**config.mk**
```make
export PLATFORM = sky130hd
export DESIGN_NAME = seg7_capture_flat
export DESIGN_NICKNAME = d
export VERILOG_FILES = /design/src/rtl/seg7_capture_if.sv /design/src/rtl/seg7_capture.sv /design/src/flat_wrapper.sv
export SDC_FILE = /design/constraint.sdc
export NUM_CORES = 1
export LEC_CHECK = 0
export BUFFER_PORTS_ARGS = -buffer_cell sky130_fd_sc_hd__buf_2
export CAP_MARGIN = 20
export CORE_UTILIZATION = 51
export DETAILED_ROUTE_END_ITERATION = 6
export PLACE_DENSITY_LB_ADDON = 0.08
export SLEW_MARGIN = 10
export SYNTH_ARGS = -nofsm -noshare
export SYNTH_HDL_FRONTEND = slang
export SYNTH_SLANG_ARGS = --single-unit
export TNS_END_PERCENT = 20
```
**constraint.sdc**
```tcl
create_clock -name clk -period 1.5 [get_ports clk]
set_input_delay 0.3 -clock clk [delete_from_list [all_inputs] [get_ports clk]]
set_output_delay 0.3 -clock clk [all_outputs]
set_load 0.05 [all_outputs]
```
**src/rtl/seg7_capture_if.sv**
```systemverilog
// Bundle of pin-side inputs and decoded outputs for seg7_capture.
// update is a single-cycle strobe with no back-pressure: a consumer must sample value/digit_valid in that cycle.
interface seg7_capture_if #(
    parameter int DIGITS = 4
);
    logic [6:0]          abcdefg_in;
    logic [DIGITS-1:0]   digit_in;
    logic                clear_error;
    logic [4*DIGITS-1:0] value;
    logic [DIGITS-1:0]   digit_valid;
    logic                update;
    logic                bad_pattern;

    modport master (
        output abcdefg_in, digit_in, clear_error,
        input  value, digit_valid, update, bad_pattern
    );

    modport slave (
        input  abcdefg_in, digit_in, clear_error,
        output value, digit_valid, update, bad_pattern
    );
endinterface

```
**src/rtl/seg7_capture.sv**
```systemverilog
// Samples a multiplexed 7-segment display from pins, waits for a stable pattern,
// and decodes it back to a hex nibble per digit position.
module seg7_capture #(
    parameter int DIGITS        = 4,
    parameter int STABLE_CYCLES = 16
) (
    input  logic          clk,
    input  logic          reset,
    seg7_capture_if.slave bus
);
    localparam int W  = DIGITS + 7;
    localparam int CW = $clog2(STABLE_CYCLES + 1);

    logic [W-1:0]        sync1, s, s_prev;
    logic [CW-1:0]       cnt;
    logic [4*DIGITS-1:0] value_r;
    logic [DIGITS-1:0]   valid_r;
    logic                update_r;
    logic                bad_r;

    logic [DIGITS-1:0]   sel;
    logic [6:0]          pat;
    logic                sel_onehot;
    logic                capture;
    logic [4:0]          dec;

    // Returns {known, nibble}; unknown patterns decode to 0.
    function automatic logic [4:0] decode(input logic [6:0] p);
        case (p)
            7'b1111110: decode = {1'b1, 4'h0};
            7'b0110000: decode = {1'b1, 4'h1};
            7'b1101101: decode = {1'b1, 4'h2};
            7'b1111001: decode = {1'b1, 4'h3};
            7'b0110011: decode = {1'b1, 4'h4};
            7'b1011011: decode = {1'b1, 4'h5};
            7'b1011111: decode = {1'b1, 4'h6};
            7'b1110000: decode = {1'b1, 4'h7};
            7'b1111111: decode = {1'b1, 4'h8};
            7'b1111011: decode = {1'b1, 4'h9};
            7'b1110111: decode = {1'b1, 4'hA};
            7'b0011111: decode = {1'b1, 4'hB};
            7'b1001110: decode = {1'b1, 4'hC};
            7'b0111101: decode = {1'b1, 4'hD};
            7'b1001111: decode = {1'b1, 4'hE};
            7'b1000111: decode = {1'b1, 4'hF};
            default:    decode = 5'b0;
        endcase
    endfunction

    always_comb begin
        sel        = s[W-1:7];
        pat        = s[6:0];
        sel_onehot = (sel != '0) && ((sel & (sel - DIGITS'(1))) == '0);
        // cnt saturates at STABLE_CYCLES, so this fires once per stable period.
        capture    = (s == s_prev) && (cnt == CW'(STABLE_CYCLES - 1));
        dec        = decode(pat);
    end

    always_ff @(posedge clk) begin
        if (reset) begin
            sync1    <= '0;
            s        <= '0;
            s_prev   <= '0;
            cnt      <= '0;
            value_r  <= '0;
            valid_r  <= '0;
            update_r <= 1'b0;
            bad_r    <= 1'b0;
        end else begin
            sync1    <= {bus.digit_in, bus.abcdefg_in};
            s        <= sync1;
            s_prev   <= s;
            update_r <= 1'b0;

            if (s != s_prev)
                cnt <= '0;
            else if (cnt != CW'(STABLE_CYCLES))
                cnt <= cnt + CW'(1);

            if (bus.clear_error)
                bad_r <= 1'b0;

            // A zero or multi-hot select is a blanking interval and is ignored.
            if (capture && sel_onehot) begin
                for (int i = 0; i < DIGITS; i++) begin
                    if (sel[i]) begin
                        if (dec[4]) begin
                            value_r[4*i +: 4] <= dec[3:0];
                            valid_r[i]        <= 1'b1;
                            update_r          <= 1'b1;
                        end else if (pat == 7'b0) begin
                            valid_r[i] <= 1'b0;
                        end else begin
                            valid_r[i] <= 1'b0;
                            bad_r      <= 1'b1;
                        end
                    end
                end
            end
        end
    end

    assign bus.value       = value_r;
    assign bus.digit_valid = valid_r;
    assign bus.update      = update_r;
    assign bus.bad_pattern = bad_r;
endmodule

```
**src/flat_wrapper.sv**
```systemverilog
// flat-port wrapper written by rule: the top's interface ports become plain ports
module seg7_capture_flat 
#(
    parameter int DIGITS        = 4,
    parameter int STABLE_CYCLES = 16
)
  (clk, reset, bus_abcdefg_in, bus_digit_in, bus_clear_error, bus_value, bus_digit_valid, bus_update, bus_bad_pattern);
  seg7_capture_if #(.DIGITS(DIGITS)) bus_i ();
  input  logic clk;
  input  logic reset;
  input wire logic [$bits(bus_i.abcdefg_in)-1:0] bus_abcdefg_in;
  input wire logic [$bits(bus_i.digit_in)-1:0] bus_digit_in;
  input wire logic [$bits(bus_i.clear_error)-1:0] bus_clear_error;
  output wire logic [$bits(bus_i.value)-1:0] bus_value;
  output wire logic [$bits(bus_i.digit_valid)-1:0] bus_digit_valid;
  output wire logic [$bits(bus_i.update)-1:0] bus_update;
  output wire logic [$bits(bus_i.bad_pattern)-1:0] bus_bad_pattern;
  assign bus_i.abcdefg_in = bus_abcdefg_in;
  assign bus_i.digit_in = bus_digit_in;
  assign bus_i.clear_error = bus_clear_error;
  assign bus_value = bus_i.value;
  assign bus_digit_valid = bus_i.digit_valid;
  assign bus_update = bus_i.update;
  assign bus_bad_pattern = bus_i.bad_pattern;
  seg7_capture #(.DIGITS(DIGITS), .STABLE_CYCLES(STABLE_CYCLES)) u_core (.clk(clk), .reset(reset), .bus(bus_i));
endmodule
```
==> impl_results.md <==
* Startpoint Class: register
* Number of buffers inserted by port buffering at 35
* Yosys top cell area share at 0.4402
* Slew headroom at 0.7764
* CP startpoint: u_core.s[1]
* Starting Density at 0.5309
* Worst path top cell family by delay: compound AO/OA/AOI/OAI gates
* Clock buffers created by TritonCTS at 9
* WP data arrival at approximately 2.0 ns
* Largest net degree at the start of global routing at 31
* RSZ-0062 raised after global routing: true
* Post-synth top flop: dfxtp_1
* CTS tree: yes
* Worst-path maximum fanout at 10
* Gate Count Post-Synth at roughly 280
* Design Power at 3.371 mW
* Worst r2r src: u_core.s[1]
* Layout area overhead at 36.77%
* Synth area leader: dfxtp_1
* Worst Skew at just over 0.006 ns
* Wirelength per Cell at between 10 and 15 µm
* Final #Nets at 370
* Fill count at a little over 400
* Top post-synthesis cells by count: dfxtp_1, nor2b_1, nand2b_1, nor2_1, xnor2_1
* Synth top area cells: dfxtp_1, nor2b_1, xnor2_1
* Routed Wire Length at roughly 5.7 mm
* Cell Area, Synth at approximately 2700 µm²
* Antenna cell count at 0
* R2R setup slack at -0.25 ns
* DP Wirelength at 3.768 mm
* Final hold violation count at 0
* Routed Antenna Nets at 0
* DR pass1 iterations at 4
* Clock Sinks at 60
* Final period utilization at 1.165
* Setup TNS at -4.536 ns
* Die area at roughly 5600 µm²
* CP bufs+invs at 1
* Fin. max-slew vios at 0
* WP data required at approximately 1.8 ns
* EDFF count, synth at 0
* Die Ht at roughly 75 µm
* Worst Max-Slew Pin Slew at 0.3342 ns
* # setup viols final at 22
* Most frequent cell after synthesis: dfxtp_1
* Clk_lat worst skew at 0.32 ns
* Max stage delay cell, worst path: dfxtp_4
* PwrDens at 903.3 nW/µm²
* Worst-path clk slew at ~0.060 ns
* Ys async rst share at 0
* Distinct cells, synth at 60
* CP Capture Type: register
* Post-route setup slack at -0.2479 ns
* Die W at ~75 µm
* Vias in the first global route at around 1900
* Total track usage at 0.2194
* Grt ovf at 0
* Hold path startpoint: bus_abcdefg_in[4]
* Hold EP: u_core.sync1[4]
* DR vias at about 2200
* Violated checks: negative setup slack
* Syn_nets at between 200 and 300
* CTS Hold Bufs at 0
* Core area at between 5000 and 6000 µm²
* Worst vdd ir at 0.8803 mV
* Num rows at 26
* Setup CP Type: reg -> reg
* Share of cells above drive strength 1 at 0.4354
* Drt initial violations at ~110
* GP Congestion at just over 0.9
* Crit-path max cell delay at between 0.3 and 0.4 ns
* Min Clock Period, post-route at around 1.7 ns
* Warnings from Yosys at 0
* Post-synthesis register bit count at 60
* First-pass GRT wire length at a little over 9 mm
* Drt via density at approximately 5.2
* Min-delay worst type: in -> reg
* Antenna violations before repair at 0
* FF-to-FF End: u_core.bus.value[12]
* Hold Path Stages at 2
* R2R cell count at 7
* Fmax at roughly 570 MHz
* Htree depth at 3
* Worst-path cell chain: buf_12 -> and4bb_2 -> nand3_2 -> o211ai_1 -> o21ai_4 -> a21oi_4 -> mux2i_1
* Outcome: finished with violations
* Leakage at about 1.5 nW
* Maxcap violations at 0
* DRC Markers at 0
* Syn_area_per_cell at roughly 10 µm²
* Clock root cell: clkbuf_8
* Clock Tree Buf Depth at 2
* Boundary pin count at 36
* Sequential fraction of the synthesis area at 0.4402
==> what timing repair did <==
action,in CTS,in global routing
pin swaps,17,7
setup endpoints to repair,27,27
buffers inserted,8,0
resized for setup,34,26
==> how the worst max path moves through the flow <==
stage	slack [ns]	endpoint	cells after the start
finish	-0.25	u_core.bus.value[12]	7
global placement	-0.31	u_core.bus.value[0]	8
CTS	-0.25	u_core.bus.digit_valid[2]	7
floorplan	-0.17	u_core.bus.digit_valid[3]	7
detailed placement	-0.32	u_core.bus.value[12]	6
global route	-0.34	u_core.bus.value[8]	7
==> registers in the layout, indices dropped and copies added (netlist names) <==
register and flops:
u_core.bus.value 16, u_core.s 11, u_core.s_prev 11, u_core.sync1 11, u_core.cnt 5, u_core.bus.digit_valid 4
u_core.bus.bad_pattern 1, u_core.bus.update 1
==> metrics by stage <==
step                setup slack (ns)  cells    util  hold slack, ns  cell area [µm²]
floorplan                    -0.1670    279       -          0.3832             2764
global placement             -0.3095    405  0.6280          0.4169             3228
detailed placement           -0.3225    405  0.6280          0.4228             3228
CTS                          -0.2498    426  0.7025          0.1685             3611
global route                 -0.3440    426  0.7261          0.1637             3732
finish                       -0.2479    426  0.7261          0.1833             3732
==> worst register-to-register path: stages (launching register included) <==
cell and delay (ns):
dfxtp_4 0.36, buf_12 0.14, and4bb_2 0.30, nand3_2 0.09, o211ai_1 0.17, o21ai_4 0.17
a21oi_4 0.26, mux2i_1 0.20
==> per-layer routing <==
layer	vias to the layer above	part of all wire	track usage
li1	1117	-	-
met1	1031	0.47	0.2916
met2	51	0.47	0.3403
met3	9	0.036	0.05756
met4	0	0.018	0.09053
met5	-	0	0
==> layout by cell type, fill, tap and decap left out, drive strengths merged, types with 4 or more instances in the layout <==
cell	Yosys	final
dfxtp	60	60
nand3	9	9
nor3	9	9
o32ai	4	4
nand2b	18	18
mux2i	5	5
nor2b	28	28
nand2	7	7
o21ai	4	4
o2bb2ai	6	6
nand4	4	4
buf	14	83
clkbuf	6	12
xnor2	14	14
xor2	4	4
a21oi	10	10
inv	13	13
nor4	4	4
nor2	16	16
==> kinds of logic (layout without fill, tap and decap cells) <==
kind of cell | count (synthesis) | in the layout | synth area share
flops | 60 | 60 | 0.4402
mux | 5 | 5 | 0.01834
simple gates | 114 | 114 | 0.2650
compound gates | 46 | 46 | 0.1431
fa+ha+maj | 3 | 3 | 0.01376
buf+inv | 33 | 110 | 0.06190
xor+xnor | 18 | 18 | 0.05777
==> cell type report <==
class,count,area [µm²],area share
clock inverter,2,35.03,0.009387
timing repair buffer,83,595.6,0.1596
inverter,13,48.80,0.01307
multi-input combinational,186,1577,0.4224
sequential,60,1234,0.3305
tap,70,87.58,0.02347
clock buffer,12,155.1,0.04157
==> report_power, final <==
group	internal [mW]	switching, mW
combinational	0.159	0.144
clock	0.838	0.576
sequential	1.62	0.0315
total	2.62	0.751
Power figures use the tool's default switching activity.
